**src/rtl/jk_flop_bank.sv**
```systemverilog
// ---------------------------------------------------------------------------
// jk_flop_bank
//
// A bank of WIDTH independent flip-flop channels that share one clock, one
// clock-enable and one function select. Each channel behaves as a JK, SR, D
// or T flop depending on mode. A parallel load overrides everything else.
// Also provided: a sticky per-channel flag for the forbidden SR input (S=R=1)
// and a saturating counter of channel bit changes.
//
// Parameters
//   WIDTH      number of flop channels (1..64)
//   CNT_W      width of the change counter (4..32)
//
// Ports
//   clk        rising-edge clock
//   rst_n      asynchronous active-low reset
//   en         bank clock-enable; q holds when low
//   mode       00 JK, 01 SR, 10 D, 11 T
//   j          per-channel J / S / D / T input
//   k          per-channel K / R input (unused in D and T modes)
//   load       synchronous parallel load, highest priority
//   load_data  parallel-load value
//   clr_flags  synchronous clear of the illegal flags
//   clr_cnt    synchronous clear of change_cnt
//   q          registered channel state
//   q_bar      combinational complement of q
//   illegal    sticky per-channel flag for SR input 11
//   change_cnt saturating count of q bit changes
// ---------------------------------------------------------------------------
module jk_flop_bank #(
    parameter int WIDTH = 8,
    parameter int CNT_W = 16
) (
    input  logic             clk,
    input  logic             rst_n,
    input  logic             en,
    input  logic [1:0]       mode,
    input  logic [WIDTH-1:0] j,
    input  logic [WIDTH-1:0] k,
    input  logic             load,
    input  logic [WIDTH-1:0] load_data,
    input  logic             clr_flags,
    input  logic             clr_cnt,
    output logic [WIDTH-1:0] q,
    output logic [WIDTH-1:0] q_bar,
    output logic [WIDTH-1:0] illegal,
    output logic [CNT_W-1:0] change_cnt
);

    typedef enum logic [1:0] {
        MODE_JK = 2'b00,
        MODE_SR = 2'b01,
        MODE_D  = 2'b10,
        MODE_T  = 2'b11
    } mode_t;

    // Popcount of up to 64 changed bits, and an adder wide enough that the
    // sum of counter and popcount can never overflow before it is clamped.
    localparam int PC_W  = $clog2(WIDTH + 1);
    localparam int SUM_W = CNT_W + PC_W;
    localparam logic [SUM_W-1:0] CNT_MAX = {{PC_W{1'b0}}, {CNT_W{1'b1}}};

    logic [WIDTH-1:0] q_reg;
    logic [WIDTH-1:0] q_next;
    logic [WIDTH-1:0] illegal_reg;
    logic [WIDTH-1:0] illegal_next;
    logic [WIDTH-1:0] illegal_set;
    logic [CNT_W-1:0] cnt_reg;
    logic [CNT_W-1:0] cnt_next;
    logic [PC_W-1:0]  pop_cnt;
    logic [SUM_W-1:0] cnt_sum;

    mode_t mode_sel;
    assign mode_sel = mode_t'(mode);

    // Per-channel next-state logic.
    genvar gi;
    generate
        for (gi = 0; gi < WIDTH; gi++) begin : g_bit
            logic bit_next;
            logic bit_set;

            always_comb begin
                bit_next = q_reg[gi];
                bit_set  = 1'b0;
                if (load) begin
                    bit_next = load_data[gi];
                end else if (en) begin
                    case (mode_sel)
                        MODE_JK: begin
                            case ({j[gi], k[gi]})
                                2'b01:   bit_next = 1'b0;
                                2'b10:   bit_next = 1'b1;
                                2'b11:   bit_next = ~q_reg[gi];
                                default: bit_next = q_reg[gi];
                            endcase
                        end
                        MODE_SR: begin
                            case ({j[gi], k[gi]})
                                2'b01:   bit_next = 1'b0;
                                2'b10:   bit_next = 1'b1;
                                // Forbidden combination: keep state, raise flag.
                                2'b11:   bit_set  = 1'b1;
                                default: bit_next = q_reg[gi];
                            endcase
                        end
                        MODE_D:  bit_next = j[gi];
                        MODE_T:  bit_next = q_reg[gi] ^ j[gi];
                        default: bit_next = q_reg[gi];
                    endcase
                end
            end

            assign q_next[gi]      = bit_next;
            assign illegal_set[gi] = bit_set;
        end
    endgenerate

    // A fresh SR-11 beats a simultaneous flag clear for that bit only.
    assign illegal_next = clr_flags ? illegal_set : (illegal_reg | illegal_set);

    // Count of bits that will change on this edge (load included).
    always_comb begin
        pop_cnt = '0;
        for (int i = 0; i < WIDTH; i++) begin
            pop_cnt = pop_cnt + PC_W'(q_next[i] ^ q_reg[i]);
        end
    end

    assign cnt_sum = {{PC_W{1'b0}}, cnt_reg} + {{CNT_W{1'b0}}, pop_cnt};

    always_comb begin
        cnt_next = cnt_reg;
        if (clr_cnt) begin
            cnt_next = '0;
        end else if (cnt_sum > CNT_MAX) begin
            cnt_next = CNT_MAX[CNT_W-1:0];
        end else begin
            cnt_next = cnt_sum[CNT_W-1:0];
        end
    end

    always_ff @(posedge clk or negedge rst_n) begin
        if (!rst_n) begin
            q_reg       <= '0;
            illegal_reg <= '0;
            cnt_reg     <= '0;
        end else begin
            q_reg       <= q_next;
            illegal_reg <= illegal_next;
            cnt_reg     <= cnt_next;
        end
    end

    assign q          = q_reg;
    assign q_bar      = ~q_reg;
    assign illegal    = illegal_reg;
    assign change_cnt = cnt_reg;

endmodule

```
**config.mk**
```make
export PLATFORM = sky130hd
export DESIGN_NAME = jk_flop_bank
export DESIGN_NICKNAME = d
export VERILOG_FILES = /design/src/rtl/jk_flop_bank.sv
export SDC_FILE = /design/constraint.sdc
export NUM_CORES = 1
export LEC_CHECK = 0
export ABC_AREA = 1
export CAP_MARGIN = 20
export CORE_MARGIN = 5
export CORE_UTILIZATION = 25
export CTS_CLUSTER_SIZE = 12
export DETAILED_ROUTE_END_ITERATION = 16
export GPL_TIMING_DRIVEN = 0
export PLACE_DENSITY = 0.54
export SKIP_CTS_REPAIR_TIMING = 1
export SYNTH_ARGS = -nofsm -noshare
export SYNTH_HDL_FRONTEND = slang
export SYNTH_SLANG_ARGS = --single-unit
```
**constraint.sdc**
```tcl
create_clock -name clk -period 9.6 [get_ports clk]
set_input_delay 2.4 -clock clk [delete_from_list [all_inputs] [get_ports clk]]
set_output_delay 2.4 -clock clk [all_outputs]
set_load 0.02 [all_outputs]
```
==> results.md <==
* CTS clk-pin slew, worst paths at 0.08 ns
* Post-Syn Nets at 432
* Die height at ~110 um
* Die Span X at between 100 and 150 um
* # IOs at just over 70
* Mapped Area at roughly 0.0027 mm^2
* Clk_lat worst skew at 0.29 ns
* Final WS setup at 2.48 ns
* Vias at ~2700
* Worst setup EP type: flip-flop
* Final WL at slightly above 8000 um
* Port buffer count at 70
* Grt ovf at 0
* Vias in the first global route at 2720
* Hpwl dp at 6410 um
* Distinct cell type count after synthesis at 34
* Clk Tree Root Cell: clkbuf_8
* Drt first pass iters at 4
* Place WS at around 2.2 ns
* Initial antenna violation count at 0
* Max FFs per register at 16
* Largest cells by area after synthesis: dfrtp_1 (30%), nand2_1 (15%), ha_1 (10%)
* Syn Area/Cell at slightly above 7 um^2
* Number of remaining DRC errors at 0
* CP Data Arrival Time at about 7.3 ns
* Seq cells post-synth at 32
* Count of buffer and inverter cells on the critical path at 7
* Layout Cells excl Fill at around 600
* Starting Density at around a quarter
* Largest net degree at the start of global routing at 33
* Least-Margin Pin Slew at 0.793 ns
* Routed length per instance at about 14 um
* Crit-path slowest cell: clkdlybuf4s50_1
* Slew HR at a little under half
* Die ar. at 0.0128 mm^2
* Critical path cell sequence: clkdlybuf4s50_1 > inv_1 > nor2_4 > buf_4 > nand2_1 > nand3_1 > nand2_1 > nand2_1 > fa_1 > fa_1 > inv_1 > fa_1 > inv_1 > fa_1 > fa_1 > nand2_1 > nand2_2 > nand2_4 > nor2_8 > nand3_2 > buf_6 > nand3_2 > nand2_1 > inv_1
* Top_reg_cell synth: dfrtp_1
* Row Count at 37
* Result of the run: finished, final reports clean
* Seq/Total Area, Yosys at 30.0%
* WHS Path Cells at 2
* Leakage at 0.00180 uW
* Vias/cell at 4.57
* GRT Overall Usage at 13.1%
* First-pass GRT wire length at 13700 um
* PwrDens at between 100 and 150 mW/mm^2
* Final hold vios at 0
* Max-cap violations at 0
* Clock skew at 0.00916 ns
* Final #Nets at 509
* Yosys warnings at 0
* CTS tree: done
* Setup CP Type: in -> reg
* Number of enable flip-flop cells after synthesis at 0
* Placer Congestion at 0.856
* Final period util at between 70 and 80%
* Final Max Tran Viols at 0
* Synth cell count leaders: nand2_1 (109), inv_1 (56), nand3_1 (36)
* Top-count cell post-synth: nand2_1
* Core Box Area at 0.0104 mm^2
* Cells after Synth at between 300 and 400
* CP Launch Type: primary input
* ANT cells at 0
* Detail Route Antenna Nets at 0
* Hold WC Path Type: reg -> reg
* First DRT Iteration DRCs at between 80 and 90
* Setup TNS at 0 ns
* Crit path depth at 24
* Worst hold slack at about 0.53 ns
* Max incr delay on CP at 0.67 ns
* Async S/R FF share, synth at between 90% and 100%
* H-tree depth at 2
* Layout cell share with drive strength beyond 1 at around 7.6%
* Peak VDD IR at 0.0748 mV
* TritonCTS Buffers at 5
* Worst r2r path cells at 22
* Worst EP required at 9.79 ns
* Fmax at 0.140 GHz
* Cell Count Post-Placement at 579
* Clock Path Buffers at 2
* Area share of the largest cell type after synthesis at 30.0%
* CP delay by family, top: adder cells
* Clk sinks at 32
* Tmin final at around 7.1 ns
* RSZ-0062 raised after global routing: no
* Yosys top cell by area: dfrtp_1
* Crit-path max FO at 10
* Setup violators final at 0
* Area grow syn2layout at 35.5%
## cells by family after synthesis
| family | count (synthesis) | share of synthesized area, % |
|---|---|---|
| compound gates | 47 | 9.99 |
| xor+xnor | 5 | 1.64 |
| flops | 32 | 30.0 |
| simple gates | 198 | 34.5 |
| fa+ha+maj | 27 | 14.1 |
| buf+inv | 64 | 9.80 |
## path summary, 6_finish.rpt
path	start	endpoint	slack [ns]
max	en	change_cnt[7]	2.48
max in group asynchronous	rst_n	q[1]	6.90
min in group asynchronous	rst_n	illegal[6]	2.19
max reg2reg	q[2]	change_cnt[7]	5.17
min	illegal[1]	illegal[1]	0.53
min reg2reg	illegal[1]	illegal[1]	0.53
## cell type report
type,count,area [um^2]
buffer,7,47.5
multi-input combinational,277,1610
inverter,57,214
clock inverter,2,12.5
fill,1161,6760
sequential,32,801
tap,136,170
timing repair buffer,70,696
clock buffer,5,68.8
## layer usage
metal | track usage [%] | vias up | wire, um
li1 | - | 1350 | -
met1 | 17.6 | 1245 | 3900
met2 | 21.1 | 71 | 3610
met3 | 3.53 | 10 | 497
met4 | 2.96 | 0 | 108
met5 | 0 | - | 0
## power by group
part,internal (uW),switching (uW)
registers,148,11.6
clock network,49.1,54.6
logic,121,157
total,318,223
## stage by stage
| step | power, uW | cell area (um^2) | util, % |
|---|---|---|---|
| 3_3_place_gp | 442 | 3540 | 34.1 |
| 6_report | 541 | 3610 | 34.9 |
| 3_5_place_dp | 444 | 3530 | 34.1 |
| 4_1_cts | 553 | 3610 | 34.9 |
| 2_1_floorplan | 350 | 2670 | - |
| 5_1_grt | 595 | 3610 | 34.9 |
## worst min-delay path: cells and delay by family (launching register included)
family | cells | cell delay [ns]
AOI/OAI and AO/OA | 1 | 0.06
buffers and inverters | 1 | 0.05
DFF | 1 | 0.38
## placed cells by master (no fill, tap or decap), types with 2 or more instances in the layout
cell / instances
a21oi_2: 6
clkbuf_8: 5
buf_6: 2
xnor2_1: 3
nor3_1: 2
inv_1: 56
nand3_2: 4
clkdlybuf4s50_1: 69
nand3b_1: 3
buf_2: 3
a21oi_1: 8
xor2_1: 2
fa_1: 5
nand2_1: 109
nor2_1: 25
o22ai_1: 5
dfrtp_1: 32
o21ai_0: 26
nand4_1: 8
nand2_2: 3
nand3_1: 36
ha_1: 22
Note: power is estimated with default switching activity, not from simulation.
